<file path="src/rtl/operation_s_seq.sv">
// Sequencer for the superposition operator S(f; g0..gN-1): runs NARG inner operators in
// parallel, latches their results, then runs one outer operator on them and returns its result.
module operation_s_seq #(
    parameter int unsigned BW   = 16,
    parameter int unsigned NARG = 3,
    parameter int unsigned TMO  = 255
) (
    input  logic               clk_i,
    input  logic               rst_ni,
    input  logic               st_i,
    output logic               rd_o,
    output logic [BW-1:0]      res_o,
    output logic               err_o,
    output logic [NARG-1:0]    ist_o,
    input  logic [NARG-1:0]    ird_i,
    input  logic [NARG*BW-1:0] ires_i,
    output logic               ost_o,
    input  logic               ord_i,
    input  logic [BW-1:0]      ores_i,
    output logic [NARG*BW-1:0] oarg_o
);

    localparam int unsigned CntW = (TMO < 2) ? 1 : $clog2(TMO + 1);

    typedef enum logic [1:0] {StIdle, StIWait, StOIssue, StOWait} state_e;

    state_e              state_q;
    logic                st_old_q;
    logic                armed_q;
    logic                rd_q;
    logic                err_q;
    logic [BW-1:0]       res_q;
    logic [NARG-1:0]     ist_q;
    logic                ost_q;
    logic [NARG*BW-1:0]  oarg_q;
    logic [NARG-1:0]     done_q;
    logic [NARG-1:0]     seen_low_q;
    logic                oseen_low_q;
    logic [CntW-1:0]     cnt_q;

    logic                start;
    logic [NARG-1:0]     inner_fire;
    logic [NARG-1:0]     done_all;
    logic                outer_fire;
    logic [CntW-1:0]     cnt_inc;
    logic                timeout;

    // A child's completion only counts after it has been seen busy, so a stale high RD is ignored.
    always_comb begin
        start      = st_i & ~st_old_q & armed_q;
        inner_fire = ird_i & seen_low_q & ~done_q;
        done_all   = done_q | inner_fire;
        outer_fire = ord_i & oseen_low_q;
        cnt_inc    = cnt_q + CntW'(1);
        timeout    = (TMO != 0) && (cnt_inc == CntW'(TMO));
    end

    always_ff @(posedge clk_i or negedge rst_ni) begin
        if (!rst_ni) begin
            state_q     <= StIdle;
            st_old_q    <= 1'b0;
            armed_q     <= 1'b0;
            rd_q        <= 1'b1;
            err_q       <= 1'b0;
            res_q       <= '0;
            ist_q       <= '0;
            ost_q       <= 1'b0;
            oarg_q      <= '0;
            done_q      <= '0;
            seen_low_q  <= '0;
            oseen_low_q <= 1'b0;
            cnt_q       <= '0;
        end else begin
            st_old_q <= st_i;
            // ST held high across reset release must go low once before it can start a run.
            if (!st_i) begin
                armed_q <= 1'b1;
            end
            unique case (state_q)
                StIdle: begin
                    if (start) begin
                        rd_q        <= 1'b0;
                        err_q       <= 1'b0;
                        ist_q       <= '1;
                        done_q      <= '0;
                        seen_low_q  <= '0;
                        oseen_low_q <= 1'b0;
                        cnt_q       <= '0;
                        state_q     <= StIWait;
                    end
                end
                StIWait: begin
                    ist_q <= '0;
                    cnt_q <= cnt_inc;
                    for (int unsigned k = 0; k < NARG; k++) begin
                        if (!ird_i[k]) begin
                            seen_low_q[k] <= 1'b1;
                        end
                        if (inner_fire[k]) begin
                            oarg_q[k*BW +: BW] <= ires_i[k*BW +: BW];
                            done_q[k]          <= 1'b1;
                        end
                    end
                    if (&done_all) begin
                        ost_q   <= 1'b1;
                        cnt_q   <= '0;
                        state_q <= StOIssue;
                    end else if (timeout) begin
                        err_q   <= 1'b1;
                        rd_q    <= 1'b1;
                        state_q <= StIdle;
                    end
                end
                StOIssue: begin
                    ost_q <= 1'b0;
                    cnt_q <= cnt_inc;
                    if (timeout) begin
                        err_q   <= 1'b1;
                        rd_q    <= 1'b1;
                        state_q <= StIdle;
                    end else begin
                        state_q <= StOWait;
                    end
                end
                StOWait: begin
                    cnt_q <= cnt_inc;
                    if (!ord_i) begin
                        oseen_low_q <= 1'b1;
                    end
                    if (outer_fire) begin
                        res_q   <= ores_i;
                        rd_q    <= 1'b1;
                        state_q <= StIdle;
                    end else if (timeout) begin
                        err_q   <= 1'b1;
                        rd_q    <= 1'b1;
                        state_q <= StIdle;
                    end
                end
                default: state_q <= StIdle;
            endcase
        end
    end

    assign rd_o   = rd_q;
    assign res_o  = res_q;
    assign err_o  = err_q;
    assign ist_o  = ist_q;
    assign ost_o  = ost_q;
    assign oarg_o = oarg_q;

endmodule
</file>
<file path="config.mk">
export PLATFORM = sky130hd
export DESIGN_NAME = operation_s_seq
export DESIGN_NICKNAME = d
export VERILOG_FILES = /design/src/rtl/operation_s_seq.sv
export SDC_FILE = /design/constraint.sdc
export NUM_CORES = 1
export LEC_CHECK = 0
export ABC_AREA = 1
export CELL_PAD_IN_SITES_DETAIL_PLACEMENT = 0
export CELL_PAD_IN_SITES_GLOBAL_PLACEMENT = 1
export CORE_MARGIN = 5
export CORE_UTILIZATION = 34
export DETAILED_ROUTE_END_ITERATION = 8
export PLACE_DENSITY = 0.91
export SKIP_LAST_GASP = 1
export SLEW_MARGIN = 10
export SYNTH_ARGS = -nofsm -noshare
export SYNTH_HDL_FRONTEND = slang
export SYNTH_SLANG_ARGS = --single-unit
</file>
<file path="constraint.sdc">
create_clock -name clk_i -period 2.4 [get_ports clk_i]
set_clock_uncertainty 0.1 [all_clocks]
set_input_delay 0.72 -clock clk_i [delete_from_list [all_inputs] [get_ports clk_i]]
set_output_delay 0.72 -clock clk_i [all_outputs]
set_load 0.1 [all_outputs]
</file>
* Yosys cells after proc, flatten, opt, wreduce, memory -nomap -nowiden
Index checks and enable logic that the tools add are counted.
Cells by class: $add $sub $neg 1, eq/ne operators 15, multiplexer cells 33, bitwise gates (word level) 8, reductions and logical operators 21
Operator list (count):
- $reduce_and 3->1 | 9
- $pmux 8 s3 | 1
- $ne 2x2->1 const B | 11
- $pmux 3 s2 | 3
- $mux 8 | 2
- $mux 1 | 15
- $reduce_and 2->1 | 7
- $mux 2 | 5
- $add 8x1->8 const B | 1
- $eq 8x8->1 const B | 1
- $pmux 1 s4 | 2
- $pmux 2 s4 | 1
- $and 3x3->3 | 2
- $mux 3 | 2
- $reduce_bool 2->1 | 3
- $eq 2x2->1 const B | 2
- $pmux 1 s2 | 2
- $and 1x1->1 | 3
- $not 3->3 | 1
- $or 3x3->3 | 1
- $eq 2x1->1 const B | 1
- $logic_not 2->1 | 1
- $reduce_or 2->1 | 1
- $not 1->1 | 1
Word-level totals: flip-flop bits (word level) 89, bits of input ports 71, output and inout port bits 70, logic and storage cells 97

* Longest topological paths before layout
Gate-level depths: netlist of the first run.
depth in word-level cells 6, mapped depth 12, gate-level depth less buffers 12

* Least setup slack after synthesis of the first run
No wires, ideal clock.
kind reg2out, start register ist_q[1] (netlist: ist_o[1]), end output port ist_o[1], arrival time 1.357 ns, data required time 1.580 ns, slack 0.223 ns, cell stages (with the launch flop) 2, path buffers 1, cell sequence dfrtp_1 buf_4
RTL lines:
- start: declaration | line 33 | logic [NARG-1:0] ist_q;
- start signal: assignment | line 66 | ist_q <= '0;
- start signal: assignment | line 84 | ist_q <= '1;
- start signal: assignment | line 93 | ist_q <= '0;
- end: declaration | line 14 | output logic [NARG-1:0] ist_o,
No word-level cell between the ends.

* Final worst setup path of the first run
start register state_q[1], end register oarg_q[31] (netlist: oarg_o[31])
Between the ends: cells in the longest elaborated chain, start to end 2
Ends and longest elaborated chain:
- start: declaration | line 27 | state_e state_q;
- start signal: assignment | line 60 | state_q <= StIdle;
- start signal: assignment | line 89 | state_q <= StIWait;
- start signal: assignment | line 107 | state_q <= StOIssue;
- $eq 2x1->1 | line 79 | unique case (state_q)
- $reduce_and 2->1 (no source line)
- end signal: indexed assignment | line 100 | oarg_q[k*BW +: BW] <= ires_i[k*BW +: BW];
- end: declaration | line 35 | logic [NARG*BW-1:0] oarg_q;
Every way passes these cells. A chain may end at the register's enable or synchronous reset.

==> impl_metrics.xml, run 1 <==
<?xml version="1.0" encoding="UTF-8"?>
<metrics>
  <group name="run_status">
    <metric name="run_status" unit="">completed</metric>
  </group>
  <group name="global_route">
    <metric name="grt.overflow.total" unit="">0</metric>
    <metric name="grt_use_total" unit="%">13.7</metric>
    <metric name="grt_first_pass_wirelength" unit="um">14300</metric>
    <metric name="met1_usage" unit="%">16.6</metric>
    <metric name="gr-usage-met2" unit="%">22.6</metric>
    <metric name="pin_count_of_the_biggest_net_entering_global_routing" unit="">47</metric>
    <metric name="grt.busiest_layer" unit="">met2</metric>
    <metric name="antenna_violations_before_repair" unit="">0</metric>
    <metric name="grt_pass1_vias" unit="">3018</metric>
    <metric name="grt.met3_usage" unit="%">5.34</metric>
  </group>
  <group name="finish">
    <metric name="total_number_of_nets_in_the_final_design" unit="">536</metric>
    <metric name="final_layout_size_suffix_gt1_share" unit="%">36.9</metric>
    <metric name="n_antenna_cell" unit="">0</metric>
    <metric name="syn_to_final_growth" unit="%">44.7</metric>
    <metric name="fillerInstances" unit="">1006</metric>
  </group>
  <group name="critical_path">
    <metric name="cpPeakStageDelay" unit="ns">0.47</metric>
    <metric name="cp_max_fo" unit="">16</metric>
    <metric name="crit_path_top_delay_cell" unit="">nand4_2</metric>
    <metric name="worst-endpoint-required" unit="ns">2.54</metric>
    <metric name="critPathKind" unit="">register to register</metric>
    <metric name="crit_path_cell_trace" unit="">inv_1 -&gt; ha_1 -&gt; nand4_2 -&gt; mux2_2</metric>
    <metric name="startpoint_type" unit="">register</metric>
    <metric name="cp-end-kind" unit="">register</metric>
    <metric name="critical_path_arrival" unit="ns">2.16</metric>
  </group>
  <group name="logic_synthesis">
    <metric name="synth.yosys.seq_area_share" unit="%">59.0</metric>
    <metric name="syn-mean-instance-area" unit="um^2">11.9</metric>
    <metric name="synth_common_cells" unit="">dfrtp_1 (86), mux2_2 (64), nand2_1 (50), inv_1 (27), nor2_1 (21)</metric>
    <metric name="syn-cell-area" unit="um^2">3690</metric>
    <metric name="edff_count_synth" unit="">0</metric>
    <metric name="synth.net_count" unit="">387</metric>
    <metric name="ys_dominant_reg_cell" unit="">dfrtp_1</metric>
    <metric name="yosys_warnings" unit="">0</metric>
    <metric name="synth.top_cell.area_share" unit="%">58.3</metric>
    <metric name="ys_types" unit="">22</metric>
    <metric name="synthCells" unit="">309</metric>
    <metric name="postSynthRegisterBits" unit="">87</metric>
    <metric name="synth_async_sr_flop_share" unit="%">100</metric>
    <metric name="yosys.area.top_type" unit="">dfrtp_1</metric>
    <metric name="synth.area.top_cells" unit="">dfrtp_1 (58%), mux2_2 (20%), nand2_1 (5.1%)</metric>
    <metric name="synth_most_common_cell" unit="">dfrtp_1</metric>
  </group>
  <group name="clock_network">
    <metric name="cts_tree" unit="">done</metric>
    <metric name="cts.htree.levels" unit="">3</metric>
    <metric name="post_cts_resized" unit="">0</metric>
    <metric name="cts_sinks" unit="">87</metric>
    <metric name="tritoncts.num_buffers" unit="">9</metric>
    <metric name="cts.repair_timing.setup_buffer_count" unit="">0</metric>
    <metric name="clock_insertion_delay_worst_skew" unit="ns">0.35</metric>
    <metric name="hold_buf_cts" unit="">0</metric>
    <metric name="max_clock_buf_depth" unit="">2</metric>
    <metric name="cts_root_buffer_type" unit="">clkbuf_8</metric>
    <metric name="clkSlewWorstSetupHoldPaths" unit="ns">0.09</metric>
  </group>
  <group name="routing">
    <metric name="detail_route.first_pass.iterations" unit="">4</metric>
    <metric name="finalWirelength" unit="um">8660</metric>
    <metric name="wire_length_per_cell" unit="um">14.4</metric>
    <metric name="via_count" unit="">2774</metric>
    <metric name="drt-vias-per-instance" unit="">4.60</metric>
    <metric name="post-route-drc-count" unit="">0</metric>
    <metric name="final_antenna_net_count" unit="">0</metric>
    <metric name="drtIter0Drc" unit="">123</metric>
  </group>
  <group name="timing">
    <metric name="fmaxAchievable" unit="MHz">494</metric>
    <metric name="fin_setup_tns" unit="ns">0</metric>
    <metric name="layout_min_cycle_time" unit="ns">2.02</metric>
    <metric name="hold_viol" unit="">0</metric>
    <metric name="maxSlewViolCount" unit="">0</metric>
    <metric name="tightestPinTransition" unit="ns">0.511</metric>
    <metric name="fin_crit_sh" unit="%">84.3</metric>
    <metric name="setup_viol" unit="">0</metric>
    <metric name="timing.slew.headroom" unit="%">65.9</metric>
    <metric name="rsz0062_at_grt" unit="">no</metric>
  </group>
  <group name="floorplanning">
    <metric name="design.portCount" unit="">141</metric>
    <metric name="die_height" unit="um">114</metric>
    <metric name="design.core.area" unit="um^2">10700</metric>
    <metric name="initial_utilization" unit="%">34.4</metric>
    <metric name="die_w" unit="um">114</metric>
    <metric name="floorplan_row_count" unit="">38</metric>
    <metric name="die_area" unit="um^2">13000</metric>
  </group>
  <group name="min_path">
    <metric name="hold_class" unit="">input port to asynchronous set/reset pin</metric>
  </group>
  <group name="placed_design">
    <metric name="port-buffer-count" unit="">140</metric>
    <metric name="dp_hpwl" unit="um">6720</metric>
    <metric name="gpl.final_weighted_congestion" unit="">0.791</metric>
  </group>
  <group name="run">
    <metric name="cap_viol_max_count" unit="">0</metric>
  </group>
</metrics>
==> worst max-delay path: cells and delay by family (launching register included) <==
family | cells | cell delay, ns
flip-flops | 1 | 0.43
adder cells (fa/ha/maj) | 1 | 0.35
multiplexers | 1 | 0.44
buffers and inverters | 1 | 0.12
AND/OR/NAND/NOR | 1 | 0.47
==> registers in the layout (all words and copies together), names as in the netlist, 2 cells and up <==
signal and cells:
seen_low_q 3, state_q 2, done_q 3, cnt_q 8, res_o 16, oarg_o 48
==> placed cells by master, fill, tap and decap left out, types with 4 or more instances in the layout <==
cell             Yosys  final
nand2_2              5      5
nand3_1              9      9
clkdlybuf4s50_1      0     69
nor2_1              21     21
clkbuf_8             0      9
inv_1               27     27
buf_12               0      5
nand2_1             50     50
dfrtp_1             86     86
buf_4                7     71
ha_1                 7      7
o21ai_0              9      9
mux2_2              64     64
o22ai_1              4      4
==> metrics by stage <==
stage	hold slack [ns]	utilization, %	instance area [um^2]	setup slack (ns)	cells
global placement	0.358	47.8	5140	0.0829	587
finish	0.221	49.7	5340	0.377	603
detailed placement	0.355	47.8	5140	0.0266	587
CTS	0.229	49.7	5340	0.353	603
global route	0.245	49.7	5340	0.191	603
floorplan	0.324	-	3690	0.223	309
==> worst paths after layout <==
kind / startpoint / endpoint / slack [ns] / cells after the start
max: state_q[1]$_DFFE_PN0P_ / oarg_o[31]$_DFFE_PN0P_ / 0.38 / 4
min: rst_ni / res_o[11]$_DFFE_PN0P_ / 0.22 / 1
max reg2reg: state_q[1]$_DFFE_PN0P_ / oarg_o[31]$_DFFE_PN0P_ / 0.38 / 4
min reg2reg: armed_q$_DFFE_PN0N_ / armed_q$_DFFE_PN0N_ / 0.37 / 2
max in group asynchronous: rst_ni / oarg_o[45]$_DFFE_PN0P_ / 1.38 / 2
min in group clk_i: armed_q$_DFFE_PN0N_ / armed_q$_DFFE_PN0N_ / 0.37 / 2
==> cells by family after synthesis <==
kind of cell / share of synthesized area (%)
flops: 59.0
fa+ha+maj: 2.37
mux: 19.5
compound gates: 3.42
buf+inv: 4.27
simple gates: 11.4
==> cell type report <==
class | count | area [um^2] | share of cell area, %
clock buffers | 9 | 124 | 2.32
clock inverters | 7 | 78.8 | 1.48
inverters | 28 | 105 | 1.97
multi-input cells | 187 | 1360 | 25.4
flip-flops and latches | 87 | 2180 | 40.8
well taps | 140 | 175 | 3.28
repair buffers | 145 | 1320 | 24.8
==> per-layer routing <==
layer / wire, um / vias up / part of all wire, %
li1: - / 1315 / -
met1: 3550 / 1364 / 41
met2: 4300 / 84 / 50
met3: 692 / 11 / 8.0
met4: 123 / 0 / 1.4
met5: 0 / - / 0
Power of run 1 is not shown: default switching activity piles up to over one toggle a cycle in this logic, so the estimate is an artifact.
==> run 2, diff against run 1 <==
Clock period 2.4 ns to 1.91 ns, I/O delays scaled along.
==> impl_metrics.xml, run 2 (synthesis gave the netlist of run 1 again) <==
<?xml version="1.0" encoding="UTF-8"?>
<metrics>
  <group name="critical_path">
    <metric name="timing.reg2reg.setup_slack" unit="ns">0.14</metric>
    <metric name="r2r_start" unit="">state_q[0]$_DFFE_PN0P_</metric>
    <metric name="timing.rr.end" unit="">rd_o$_DFFE_PN1P_</metric>
    <metric name="startpoint_type" unit="">input port</metric>
    <metric name="cp-end-kind" unit="">register</metric>
    <metric name="crit_path_top_delay_cell" unit="">clkdlybuf4s50_1</metric>
    <metric name="cpPeakStageDelay" unit="ns">0.52</metric>
    <metric name="crit_path_cell_trace" unit="">clkdlybuf4s50_1 -&gt; nand2_1 -&gt; nand2_1 -&gt; nand3_1 -&gt; nor2_1 -&gt; nor2_1 -&gt; nand2_1 -&gt; nor2_1 -&gt; o21a_1</metric>
    <metric name="critical_path_arrival" unit="ns">1.93</metric>
    <metric name="worst-endpoint-required" unit="ns">2.05</metric>
    <metric name="critPathKind" unit="">input port to register</metric>
    <metric name="cp_max_fo" unit="">4</metric>
    <metric name="ff2ff_path_depth" unit="">8</metric>
  </group>
  <group name="floorplanning">
    <metric name="initial_utilization" unit="%">34.4</metric>
    <metric name="die_area" unit="um^2">13000</metric>
    <metric name="die_w" unit="um">114</metric>
    <metric name="design.core.area" unit="um^2">10700</metric>
    <metric name="floorplan_row_count" unit="">38</metric>
    <metric name="design.portCount" unit="">141</metric>
    <metric name="die_height" unit="um">114</metric>
  </group>
  <group name="finish">
    <metric name="top_library_cells_by_usage_in_the_layout_fill_and_taps_aside" unit="">dfrtp_1 (84), buf_12 (75), clkdlybuf4s50_1 (69)</metric>
    <metric name="syn_to_final_growth" unit="%">71.3</metric>
    <metric name="fillerInstances" unit="">900</metric>
    <metric name="layout.area.seq" unit="um^2">2180</metric>
    <metric name="multi_input_comb_area" unit="um^2">1370</metric>
    <metric name="total_number_of_nets_in_the_final_design" unit="">544</metric>
    <metric name="flip_flop_count_of_the_largest_register_after_layout" unit="">48</metric>
    <metric name="n_antenna_cell" unit="">0</metric>
    <metric name="layout_commonest_cell" unit="">dfrtp_1</metric>
    <metric name="instances_no_fill" unit="">611</metric>
    <metric name="final_layout_size_suffix_gt1_share" unit="%">38.6</metric>
  </group>
  <group name="placed_design">
    <metric name="gpl.final_weighted_congestion" unit="">0.800</metric>
    <metric name="placed_cells" unit="">595</metric>
    <metric name="dp_hpwl" unit="um">7270</metric>
    <metric name="port-buffer-count" unit="">140</metric>
    <metric name="post-place-ws" unit="ns">-0.212</metric>
  </group>
  <group name="clock_network">
    <metric name="cts_tree" unit="">done</metric>
    <metric name="tritoncts.num_buffers" unit="">9</metric>
    <metric name="cts_root_buffer_type" unit="">clkbuf_8</metric>
    <metric name="clkSlewWorstSetupHoldPaths" unit="ns">0.09</metric>
    <metric name="cts.htree.levels" unit="">3</metric>
    <metric name="max_clock_buf_depth" unit="">2</metric>
    <metric name="cts_sinks" unit="">87</metric>
    <metric name="clock_insertion_delay_worst_skew" unit="ns">0.34</metric>
    <metric name="cts.repair_timing.setup_buffer_count" unit="">0</metric>
  </group>
  <group name="global_route">
    <metric name="antenna_violations_before_repair" unit="">0</metric>
    <metric name="grt_pass1_vias" unit="">3142</metric>
    <metric name="pin_count_of_the_biggest_net_entering_global_routing" unit="">45</metric>
    <metric name="grt_first_pass_wirelength" unit="um">15000</metric>
    <metric name="grt_use_total" unit="%">14.4</metric>
    <metric name="grt.overflow.total" unit="">0</metric>
  </group>
  <group name="timing">
    <metric name="setup_viol" unit="">0</metric>
    <metric name="fin_setup_tns" unit="ns">0</metric>
    <metric name="fin_crit_sh" unit="%">93.7</metric>
    <metric name="finalWorstSetupSlack" unit="ns">0.121</metric>
    <metric name="maxSlewViolCount" unit="">0</metric>
    <metric name="fmaxAchievable" unit="MHz">559</metric>
    <metric name="layout_min_cycle_time" unit="ns">1.79</metric>
    <metric name="hold_viol" unit="">0</metric>
    <metric name="tightestPinTransition" unit="ns">0.541</metric>
    <metric name="timing.slew.headroom" unit="%">63.9</metric>
    <metric name="rsz0062_at_grt" unit="">yes</metric>
  </group>
  <group name="routing">
    <metric name="via_count" unit="">2798</metric>
    <metric name="final_antenna_net_count" unit="">0</metric>
    <metric name="finalWirelength" unit="um">9290</metric>
    <metric name="drt-vias-per-instance" unit="">4.58</metric>
    <metric name="post-route-drc-count" unit="">0</metric>
    <metric name="wire_length_per_cell" unit="um">15.2</metric>
    <metric name="detail_route.first_pass.iterations" unit="">4</metric>
    <metric name="drtIter0Drc" unit="">60</metric>
  </group>
  <group name="min_path">
    <metric name="hold_class" unit="">input port to asynchronous set/reset pin</metric>
  </group>
  <group name="run_status">
    <metric name="run_status" unit="">completed</metric>
  </group>
  <group name="run">
    <metric name="cap_viol_max_count" unit="">0</metric>
  </group>
</metrics>
-- run 2: cell types whose count changed in the layout (fill, tap and decap cells not counted), sizes merged --
cell	delta
buf	+8
clkinvlp	-1
clkbuf	+2
inv	-3
bufinv	+2
-- run 2: worst max-delay path by stage --
stage | from | end | slack (ns) | cells after the start
CTS | state_q[1]$_DFFE_PN0P_ | err_o$_DFFE_PN0P_ | 0.12 | 8
finish | ird_i[1] | err_o$_DFFE_PN0P_ | 0.12 | 9
global placement | ird_i[2] | err_o$_DFFE_PN0P_ | -0.20 | 9
detailed placement | ird_i[1] | err_o$_DFFE_PN0P_ | -0.21 | 9
global route | cnt_q[1]$_DFFE_PN0P_ | state_q[0]$_DFFE_PN0P_ | -0.007 | 12
floorplan | ist_o[1]$_DFFE_PN0P_ | ist_o[1] | 0.18 | 1
-- run 2: worst max-delay path, delay by kind of cell --
family	cells	cell delay, ns
compound gates	1	0.16
buf+inv	1	0.52
simple gates	7	0.67
-- run 2: stage by stage --
step / hold WS (ns) / util, % / cell area [um^2]
6_report: 0.0713 / 58.9 / 6320
5_1_grt: 0.0774 / 58.9 / 6320
4_1_cts: 0.0695 / 58.8 / 6310
3_5_place_dp: 0.388 / 56.5 / 6080
3_3_place_gp: 0.388 / 56.5 / 6080
2_1_floorplan: 0.177 / - / 3690
-- run 2: per-layer routing --
metal | vias to the layer above | wire [um] | track usage (%)
li1 | 1339 | - | -
met1 | 1360 | 3490 | 15.9
met2 | 86 | 4800 | 24.6
met3 | 13 | 833 | 6.29
met4 | 0 | 167 | 5.46
met5 | - | 0 | 0
-- run 2: layout make-up --
| class | count | area share (%) |
|---|---|---|
| timing repair buffer | 153 | 35.7 |
| sequential | 87 | 34.5 |
| inverter | 28 | 1.66 |
| multi-input combinational | 187 | 21.6 |
| clock inverter | 5 | 1.68 |
| clock buffer | 11 | 2.08 |
| tap | 140 | 2.77 |
-- run 2: what timing repair did --
action                                  4_1_cts  5_1_grt
resized for setup                             0        4
hold buffers                                  0        0
endpoints found under the setup margin        0        3
Power of run 2 is left out for the same reason.
==> run 3, diff against run 2 <==
Settings changed: CTS_CLUSTER_DIAMETER set to 120.
==> results of run 3 <==
Final layout, timing and power as in run 2 (identical DEF).
Power of run 3 is left out for the same reason.
